### config.mk
export PLATFORM = sky130hd
export DESIGN_NAME = dlfloat_operand_sequencer_flat
export DESIGN_NICKNAME = d
export VERILOG_FILES = /design/src/rtl/dlfloat_pkg.sv /design/src/rtl/dlfloat_operand_sequencer_if.sv /design/src/rtl/dlfloat_operand_sequencer.sv /design/src/flat_wrapper.sv
export SDC_FILE = /design/constraint.sdc
export NUM_CORES = 1
export LEC_CHECK = 0
export CORE_MARGIN = 2
export CORE_UTILIZATION = 50
export DETAILED_ROUTE_END_ITERATION = 8
export PLACE_DENSITY = 0.74
export RECOVER_POWER = 100
export SLEW_MARGIN = 20
export SYNTH_ARGS = -nofsm -noshare
export SYNTH_HDL_FRONTEND = slang
export SYNTH_SLANG_ARGS = --single-unit
### constraint.sdc
create_clock -name clk -period 3.1 [get_ports clk]
set_clock_uncertainty 0.15 [all_clocks]
set_input_delay 0.465 -clock clk [delete_from_list [all_inputs] [get_ports clk]]
set_output_delay 0.465 -clock clk [all_outputs]
set_load 0.01 [all_outputs]
### src/rtl/dlfloat_pkg.sv
// Shared DLFloat16 definitions: special values, stream opcodes, header layout
// and the operand sequencer FSM states.
package dlfloat_pkg;

    localparam int          MAX_LEN      = 63;
    localparam logic [15:0] DLFLOAT_NAN  = 16'hFFFF;
    localparam int          DLFLOAT_BIAS = 31;
    localparam logic [1:0]  OP_START     = 2'b01;

    typedef enum logic [2:0] {
        ST_IDLE,
        ST_A_HI,
        ST_A_LO,
        ST_B_HI,
        ST_B_LO
    } seq_state_e;

    typedef struct packed {
        logic [1:0] opcode;
        logic [5:0] len;
    } header_t;

    function automatic logic is_nan(input logic [15:0] v);
        return v == DLFLOAT_NAN;
    endfunction

endpackage

### src/rtl/dlfloat_operand_sequencer_if.sv
// Byte stream in, operand pair out, plus MAC control pulses. The master
// modport is the sequencer; the slave modport is its environment.
interface dlfloat_operand_sequencer_if;

    logic [7:0]  in_byte;
    logic        in_valid;
    logic        in_ready;
    logic [15:0] op_a;
    logic [15:0] op_b;
    logic        op_valid;
    logic        op_ready;
    logic        op_last;
    logic        acc_clr;
    logic        done;
    logic        nan_seen;

    modport master (
        input  in_byte, in_valid, op_ready,
        output in_ready, op_a, op_b, op_valid, op_last, acc_clr, done, nan_seen
    );

    modport slave (
        output in_byte, in_valid, op_ready,
        input  in_ready, op_a, op_b, op_valid, op_last, acc_clr, done, nan_seen
    );

endinterface

### src/rtl/dlfloat_operand_sequencer.sv
// Assembles framed byte stream {header, N x {a_hi,a_lo,b_hi,b_lo}} into
// DLFloat16 operand pairs for the MAC, with accumulator-clear and done pulses.
module dlfloat_operand_sequencer
    import dlfloat_pkg::*;
(
    input  logic                              clk,
    input  logic                              rst_n,
    dlfloat_operand_sequencer_if.master       bus
);

    seq_state_e  state_q;
    logic [5:0]  rem_q;
    logic [7:0]  a_hi_q;
    logic [7:0]  a_lo_q;
    logic [7:0]  b_hi_q;
    logic [15:0] op_a_q;
    logic [15:0] op_b_q;
    logic        op_valid_q;
    logic        op_last_q;
    logic        acc_clr_q;
    logic        done_q;
    logic        nan_seen_q;

    header_t     hdr;
    logic        byte_acc;
    logic        pair_pop;
    logic [15:0] pair_a_d;
    logic [15:0] pair_b_d;
    logic        last_pair_d;

    // A held pair stalls every byte, headers included.
    assign bus.in_ready = !op_valid_q || bus.op_ready;
    assign byte_acc     = bus.in_valid && bus.in_ready;
    assign pair_pop     = op_valid_q && bus.op_ready;

    assign hdr          = bus.in_byte;
    assign pair_a_d     = {a_hi_q, a_lo_q};
    assign pair_b_d     = {b_hi_q, bus.in_byte};
    assign last_pair_d  = (rem_q == 6'd1);

    // NOTE: every register here, byte staging included, is cleared by the async
    // reset so a frame cut short leaves no stale partial operand behind.
    always_ff @(posedge clk or negedge rst_n) begin
        if (!rst_n) begin
            state_q    <= ST_IDLE;
            rem_q      <= '0;
            a_hi_q     <= '0;
            a_lo_q     <= '0;
            b_hi_q     <= '0;
            op_a_q     <= '0;
            op_b_q     <= '0;
            op_valid_q <= 1'b0;
            op_last_q  <= 1'b0;
            acc_clr_q  <= 1'b0;
            done_q     <= 1'b0;
            nan_seen_q <= 1'b0;
        end else begin
            // NOTE: non-blocking throughout; a later assignment to the same
            // register in this block overrides an earlier one, so a pair
            // loading in the same cycle as a pop keeps op_valid_q set.
            acc_clr_q <= 1'b0;
            done_q    <= pair_pop && op_last_q;
            if (pair_pop) begin
                op_valid_q <= 1'b0;
            end

            if (byte_acc) begin
                unique case (state_q)
                    ST_IDLE: begin
                        if (hdr.opcode == OP_START && hdr.len != '0) begin
                            rem_q      <= hdr.len;
                            acc_clr_q  <= 1'b1;
                            nan_seen_q <= 1'b0;
                            state_q    <= ST_A_HI;
                        end
                    end
                    ST_A_HI: begin
                        a_hi_q  <= bus.in_byte;
                        state_q <= ST_A_LO;
                    end
                    ST_A_LO: begin
                        a_lo_q  <= bus.in_byte;
                        state_q <= ST_B_HI;
                    end
                    ST_B_HI: begin
                        b_hi_q  <= bus.in_byte;
                        state_q <= ST_B_LO;
                    end
                    ST_B_LO: begin
                        op_a_q     <= pair_a_d;
                        op_b_q     <= pair_b_d;
                        op_valid_q <= 1'b1;
                        op_last_q  <= last_pair_d;
                        rem_q      <= rem_q - 6'd1;
                        if (is_nan(pair_a_d) || is_nan(pair_b_d)) begin
                            nan_seen_q <= 1'b1;
                        end
                        state_q    <= last_pair_d ? ST_IDLE : ST_A_HI;
                    end
                    default: state_q <= ST_IDLE;
                endcase
            end
        end
    end

    assign bus.op_a     = op_a_q;
    assign bus.op_b     = op_b_q;
    assign bus.op_valid = op_valid_q;
    assign bus.op_last  = op_last_q;
    assign bus.acc_clr  = acc_clr_q;
    assign bus.done     = done_q;
    assign bus.nan_seen = nan_seen_q;

endmodule

### src/flat_wrapper.sv
// flat-port wrapper written by rule: the top's interface ports become plain ports
module dlfloat_operand_sequencer_flat import dlfloat_pkg::*;
  (clk, rst_n, bus_in_byte, bus_in_valid, bus_op_ready, bus_in_ready, bus_op_a, bus_op_b, bus_op_valid, bus_op_last, bus_acc_clr, bus_done, bus_nan_seen);
  dlfloat_operand_sequencer_if bus_i ();
  input  logic clk;
  input  logic rst_n;
  input wire logic [$bits(bus_i.in_byte)-1:0] bus_in_byte;
  input wire logic [$bits(bus_i.in_valid)-1:0] bus_in_valid;
  input wire logic [$bits(bus_i.op_ready)-1:0] bus_op_ready;
  output wire logic [$bits(bus_i.in_ready)-1:0] bus_in_ready;
  output wire logic [$bits(bus_i.op_a)-1:0] bus_op_a;
  output wire logic [$bits(bus_i.op_b)-1:0] bus_op_b;
  output wire logic [$bits(bus_i.op_valid)-1:0] bus_op_valid;
  output wire logic [$bits(bus_i.op_last)-1:0] bus_op_last;
  output wire logic [$bits(bus_i.acc_clr)-1:0] bus_acc_clr;
  output wire logic [$bits(bus_i.done)-1:0] bus_done;
  output wire logic [$bits(bus_i.nan_seen)-1:0] bus_nan_seen;
  assign bus_i.in_byte = bus_in_byte;
  assign bus_i.in_valid = bus_in_valid;
  assign bus_i.op_ready = bus_op_ready;
  assign bus_in_ready = bus_i.in_ready;
  assign bus_op_a = bus_i.op_a;
  assign bus_op_b = bus_i.op_b;
  assign bus_op_valid = bus_i.op_valid;
  assign bus_op_last = bus_i.op_last;
  assign bus_acc_clr = bus_i.acc_clr;
  assign bus_done = bus_i.done;
  assign bus_nan_seen = bus_i.nan_seen;
  dlfloat_operand_sequencer u_core (.clk(clk), .rst_n(rst_n), .bus(bus_i));
endmodule
## Word-level counts from Yosys, hierarchy flattened

Cells that the tools add are included.

- Input bits: 12
- Bits in registers: 70
- Bits in read-only memories: 0
- Word-level logic and storage cells: 54
- Output and inout bits: 38
- Memories: 0
- Latch bits: 0
- Memory bits (writable): 0

- Equality and inequality tests: 10
- Shift-type cells: 0
- Bitwise operators: 0
- $mul: 0
- Multiplexer cells: 14
- Order comparisons: 0
- Div/mod/pow operators: 0
- Reduce and logical (&&, ||, !) cells: 17
- Add/sub/neg operators: 1

Operator list:

| kind | number |
|---|---|
| 16-bit == test (second input constant) | 2 |
| 3-bit one-hot mux with 5 select lines | 1 |
| 6-bit one-hot mux with 2 select lines | 1 |
| 2-bit AND reduction | 5 |
| 1-bit two-way mux | 9 |
| 3-bit by 2-bit == test with 1-bit output (second input constant) | 2 |
| 6-bit by 1-bit == test with 1-bit output (second input constant) | 1 |
| 6-bit two-way mux | 1 |
| 6-bit nonzero test | 1 |
| 6-bit by 1-bit subtractor with 6-bit output (second input constant) | 1 |
| 1-bit logical AND | 4 |
| 2-bit by 1-bit inequality test with 1-bit output (second input constant) | 2 |
| 4-bit AND reduction | 1 |
| 3-bit by 1-bit == test with 1-bit output (second input constant) | 1 |
| 3-bit == test (second input constant) | 1 |
| 3-bit zero test | 1 |
| 3-bit two-way mux | 1 |
| 3-bit AND reduction | 1 |
| 2-bit by 1-bit == test with 1-bit output (second input constant) | 1 |
| 1-bit logical OR | 2 |
| 1-bit one-hot mux with 2 select lines | 1 |
| 2-bit nonzero test | 1 |
| 1-bit zero test | 1 |

## Depth between registers and ports, before layout

- Depth after elaboration: 5
- Mapped depth: 6
- Mapped depth without buffers: 6

## Worst setup path before layout

Ideal clock, no wire load.

- Kind: in2reg
- Start point: in bus_op_ready
- End point: reg u_core.a_hi_q[0]
- Arrival: 1.679 ns
- Setup time: 0.125 ns
- Path slack: 1.146 ns
- Path buffers: 2
- Cell stages on the path: 6
- Path through: nand2b_1 buf_6 nand2_4 or4b_1 buf_6 mux2_4

- Word-level cells in the longest chain between the ends: 3

RTL lines:

| element | RTL line | source |
|---|---|---|
| from (decl) | flat_wrapper.sv:9 | `input wire logic [$bits(bus_i.op_ready)-1:0] bus_op_ready;` |
| 1-bit logical OR | dlfloat_operand_sequencer.sv:32 | `assign bus.in_ready = !op_valid_q \|\| bus.op_ready;` |
| via bus_in_ready | flat_wrapper.sv:10 | `output wire logic [$bits(bus_i.in_ready)-1:0] bus_in_ready;` |
| 1-bit logical AND | dlfloat_operand_sequencer.sv:33 | `assign byte_acc = bus.in_valid && bus.in_ready;` |
| 2-bit AND reduction (no line) | - |  |
| to (signal assigned) | dlfloat_operand_sequencer.sv:78 | `a_hi_q <= bus.in_byte;` |
| to (decl) | dlfloat_operand_sequencer.sv:13 | `logic [7:0] a_hi_q;` |

The timed path passes the listed nets, and every way through them passes these cells.
A chain may end at the register's enable or synchronous reset.

## Final worst setup path

- Start point: in bus_op_ready
- End point: reg u_core.a_lo_q[4]

- Word-level cells in the longest chain between the ends: 3

RTL lines:

| element | RTL line | source |
|---|---|---|
| 1-bit logical OR | dlfloat_operand_sequencer.sv:32 |  |
| 1-bit logical AND | dlfloat_operand_sequencer.sv:33 |  |
| 2-bit AND reduction (no line) | - |  |
| to (signal assigned) | dlfloat_operand_sequencer.sv:82 | `a_lo_q <= bus.in_byte;` |
| to (decl) | dlfloat_operand_sequencer.sv:14 | `logic [7:0] a_lo_q;` |

Every way passes these cells.

==> results.sh <==
export IMPL_run_status="finished with violations"
export IMPL_violations="capacitance limit, slew limit"
export IMPL_edff_count_synth=0
export IMPL_synth_compound_area_frac=0.0563
export IMPL_critPathMaxFanout=8
export IMPL_power_density_mw_per_mm2=934
export IMPL_timing_final_crit_share=0.812
export IMPL_synth_top_family_by_area="multiplexers"
export IMPL_final_cells=353
export IMPL_hold_buffers=0
export IMPL_yosys_cell_types_count=38
export IMPL_design_portCount=50
export IMPL_wirelength_um=6200
export IMPL_final_common_cell="sky130_fd_sc_hd__dfrtp_1"
export IMPL_synth_top_cell_area_share=0.584
export IMPL_source_of_the_critical_timing_path="bus_op_ready"
export IMPL_placement_rows=28
export IMPL_core_area_mm2=0.00585
export IMPL_ctsRootBufferMaster="sky130_fd_sc_hd__clkbuf_8"
export IMPL_pin_count_of_the_biggest_net_entering_global_routing=42
export IMPL_design_die_area_mm2=0.00664
export IMPL_syn2layout_area_growth_pct=24.6
export IMPL_via_count_of_the_first_global_routing_pass=1959
export IMPL_endpoint="u_core.a_lo_q[4]"
export IMPL_gp_congestion=0.883
export IMPL_mostFrequentLayoutCells="sky130_fd_sc_hd__dfrtp_1, sky130_fd_sc_hd__mux2_2, sky130_fd_sc_hd__dlygate4sd3_1"
export IMPL_grt_total_usage=0.207
export IMPL_cts_root_to_sink_buffers=2
export IMPL_global_route_wire_length_before_repair_um=10100
export IMPL_slew_viol_final=30
export IMPL_maxCapViolations=1
export IMPL_final_net_count=287
export IMPL_cts_buffers_inserted=9
export IMPL_post_synth_fa_ha_maj_area_fraction=0.00834
export IMPL_grt_setup_unrepaired="false"
export IMPL_worstPathArrival_ps=2590
export IMPL_drcViolationCount=0
export IMPL_port_buffers=49
export IMPL_synthesis_nets=227
export IMPL_pnr_total_power_uw=3490
export IMPL_setup_worst_path_end_class="flop"
export IMPL_antenna_cells=0
export IMPL_critPathSlowestCell="sky130_fd_sc_hd__nor4b_2"
export IMPL_timing_critical_path_from_type="input pin"
export IMPL_clk_transition_reported_paths_ps=80
export IMPL_detailedRoute_firstPassIterationCount=4
export IMPL_route_detailed_wl_per_inst_um=17.6
export IMPL_synthArstFlopShare=1.00
export IMPL_final_layout_size_suffix_gt1_frac=0.277
export IMPL_cts_repair_timing_setup_buffer_count=0
export IMPL_cts_tree="yes"
export IMPL_power_ir_vdd_worst_uv=504
export IMPL_timing_rr_start="u_core.state_q[2]"
export IMPL_avg_synthesized_cell_area_um2=14.1
export IMPL_hold_viol=0
export IMPL_synth_simple_area_share=0.0967
export IMPL_ordered_cell_list_for_the_critical_path="dlygate4sd3_1 > nand2b_1 > nand2_1 > nor4b_2 > mux2_2"
export IMPL_post_synthesis_xor_xnor_area_fraction=0
export IMPL_synth_seq_cells=70
export IMPL_initial_utilization=0.513
export IMPL_synth_mux_area_fraction=0.228
export IMPL_fp_dieW_um=81.5
export IMPL_cts_num_sinks=70
export IMPL_place_inst=337
export IMPL_sequential_share_of_the_synthesized_area=0.584
export IMPL_regToRegSetupSlack_ps=660
export IMPL_h_tree_depth=3
export IMPL_antenna_found_initial=0
export IMPL_ys_warn_count=0
export IMPL_maxSlewHeadroom=-0.112
export IMPL_syn_inst=213
export IMPL_period_minus_slack_ps=2520
export IMPL_leakage_uw=0.00171
export IMPL_final_setup_tns_ps=0
export IMPL_drt_first_iter_violations=79
export IMPL_fmax_ghz=0.397
export IMPL_ys_flop_type="sky130_fd_sc_hd__dfrtp_1"
export IMPL_timing_worst_slew_pin_value_ps=1670
export IMPL_worst_hold_slack_ps=349
export IMPL_post_synth_instance_area_mm2=0.00300
export IMPL_place_detailed_hpwl_um=4340
export IMPL_clk_latency_ps=340
export IMPL_timing_critical_path_required_ps=3180
export IMPL_vias=1990
export IMPL_fp_dieH_um=81.5
export IMPL_r2r_end="u_core.bus.op_a[11]"
export IMPL_post_synth_top_area_cell="sky130_fd_sc_hd__dfrtp_1"
export IMPL_timing_critical_path_slowest_cell_delay_ps=770
export IMPL_post_cts_resized_instances=0
export IMPL_viasPerCell=5.64
export IMPL_setup_viol=0
export IMPL_worstRegToRegCells=4
export IMPL_overflow=0
export IMPL_timing_worst_setup_path_type="input pin to flop"
export IMPL_antenna_left=0
export IMPL_synth_top_cells_by_area="sky130_fd_sc_hd__dfrtp_1, sky130_fd_sc_hd__mux2_2, sky130_fd_sc_hd__mux2_4"
export IMPL_timing_hold_worst_class="flop to flop"
-- Yosys cell counts, types with 2 or more instances --
master / count
sky130_fd_sc_hd__nor4_1: 3
sky130_fd_sc_hd__mux2_2: 50
sky130_fd_sc_hd__ha_1: 2
sky130_fd_sc_hd__nand2b_1: 2
sky130_fd_sc_hd__nand4_1: 9
sky130_fd_sc_hd__and3_1: 2
sky130_fd_sc_hd__nor2_1: 5
sky130_fd_sc_hd__nor3_1: 4
sky130_fd_sc_hd__o21ai_0: 4
sky130_fd_sc_hd__a21oi_1: 4
sky130_fd_sc_hd__o211ai_1: 3
sky130_fd_sc_hd__buf_6: 2
sky130_fd_sc_hd__dfrtp_1: 70
sky130_fd_sc_hd__clkbuf_1: 3
sky130_fd_sc_hd__o2111ai_1: 2
sky130_fd_sc_hd__nand2_1: 8
sky130_fd_sc_hd__o2bb2ai_1: 2
sky130_fd_sc_hd__o221ai_1: 4
sky130_fd_sc_hd__buf_2: 5
sky130_fd_sc_hd__inv_1: 4
sky130_fd_sc_hd__mux2_4: 8
-- area by class of cell --
class | count | area [um2]
fill | 452 | 2110
sequential | 70 | 1750
multi-input combinational | 128 | 1120
timing repair buffer | 60 | 569
clock buffer | 12 | 165
tap | 75 | 93.8
clock inverter | 4 | 28.8
inverter | 4 | 15.0
-- registers in the layout, summed over array words and instances, names as in the netlist --
name / flops
u_core.bus.op_a: 16
u_core.bus.op_b: 16
u_core.a_hi_q: 8
u_core.a_lo_q: 8
u_core.b_hi_q: 8
u_core.rem_q: 6
u_core.state_q: 3
u_core.bus.acc_clr: 1
u_core.bus.done: 1
u_core.bus.nan_seen: 1
u_core.bus.op_last: 1
u_core.bus.op_valid: 1
-- report_power, final --
| group | internal, uW | switching [uW] | total, uW |
|---|---|---|---|
| registers | 1330 | 307 | 1630 |
| logic | 684 | 470 | 1150 |
| clock network | 357 | 350 | 708 |
-- worst min-delay path by stage --
stage | startpoint | endpoint | slack (ps) | cells after the start
floorplan | rst_n | u_core.a_hi_q[0] | 20 | 0
global placement | u_core.rem_q[5] | u_core.rem_q[5] | 330 | 1
detailed placement | u_core.rem_q[5] | u_core.rem_q[5] | 340 | 1
CTS | rst_n | u_core.bus.op_b[11] | 20 | 1
global route | u_core.bus.op_a[1] | u_core.bus.op_a[1] | 370 | 1
finish | u_core.bus.op_b[10] | u_core.bus.op_b[10] | 350 | 1
-- metal layers --
metal	vias up	wire length [um]	global-route usage
met5	-	0	0
met1	1004	2950	0.302
met3	14	288	0.0484
met2	54	2850	0.294
met4	0	112	0.0949
li1	918	-	-
-- cell families (layout without fill, tap and decap cells) --
| logic type | Yosys count | count (layout) |
|---|---|---|
| flops | 70 | 70 |
| mux | 58 | 58 |
| simple gates | 45 | 45 |
| compound gates | 23 | 23 |
| buf+inv | 15 | 80 |
| fa+ha+maj | 2 | 2 |
-- worst max-delay path, delay by kind of cell --
family | cells | cell delay, ps
AND/OR/NAND/NOR | 3 | 1170
multiplexers | 1 | 410
buffers and inverters | 1 | 530
-- per-stage QoR --
step                utilization  setup slack [ps]  cell area [um2]
floorplan                     -              1150             3000
global placement          0.617               429             3610
detailed placement        0.617               369             3610
CTS                       0.650               688             3800
global route              0.639               433             3740
finish                    0.639               584             3740
Power figures use the tool's default switching activity.
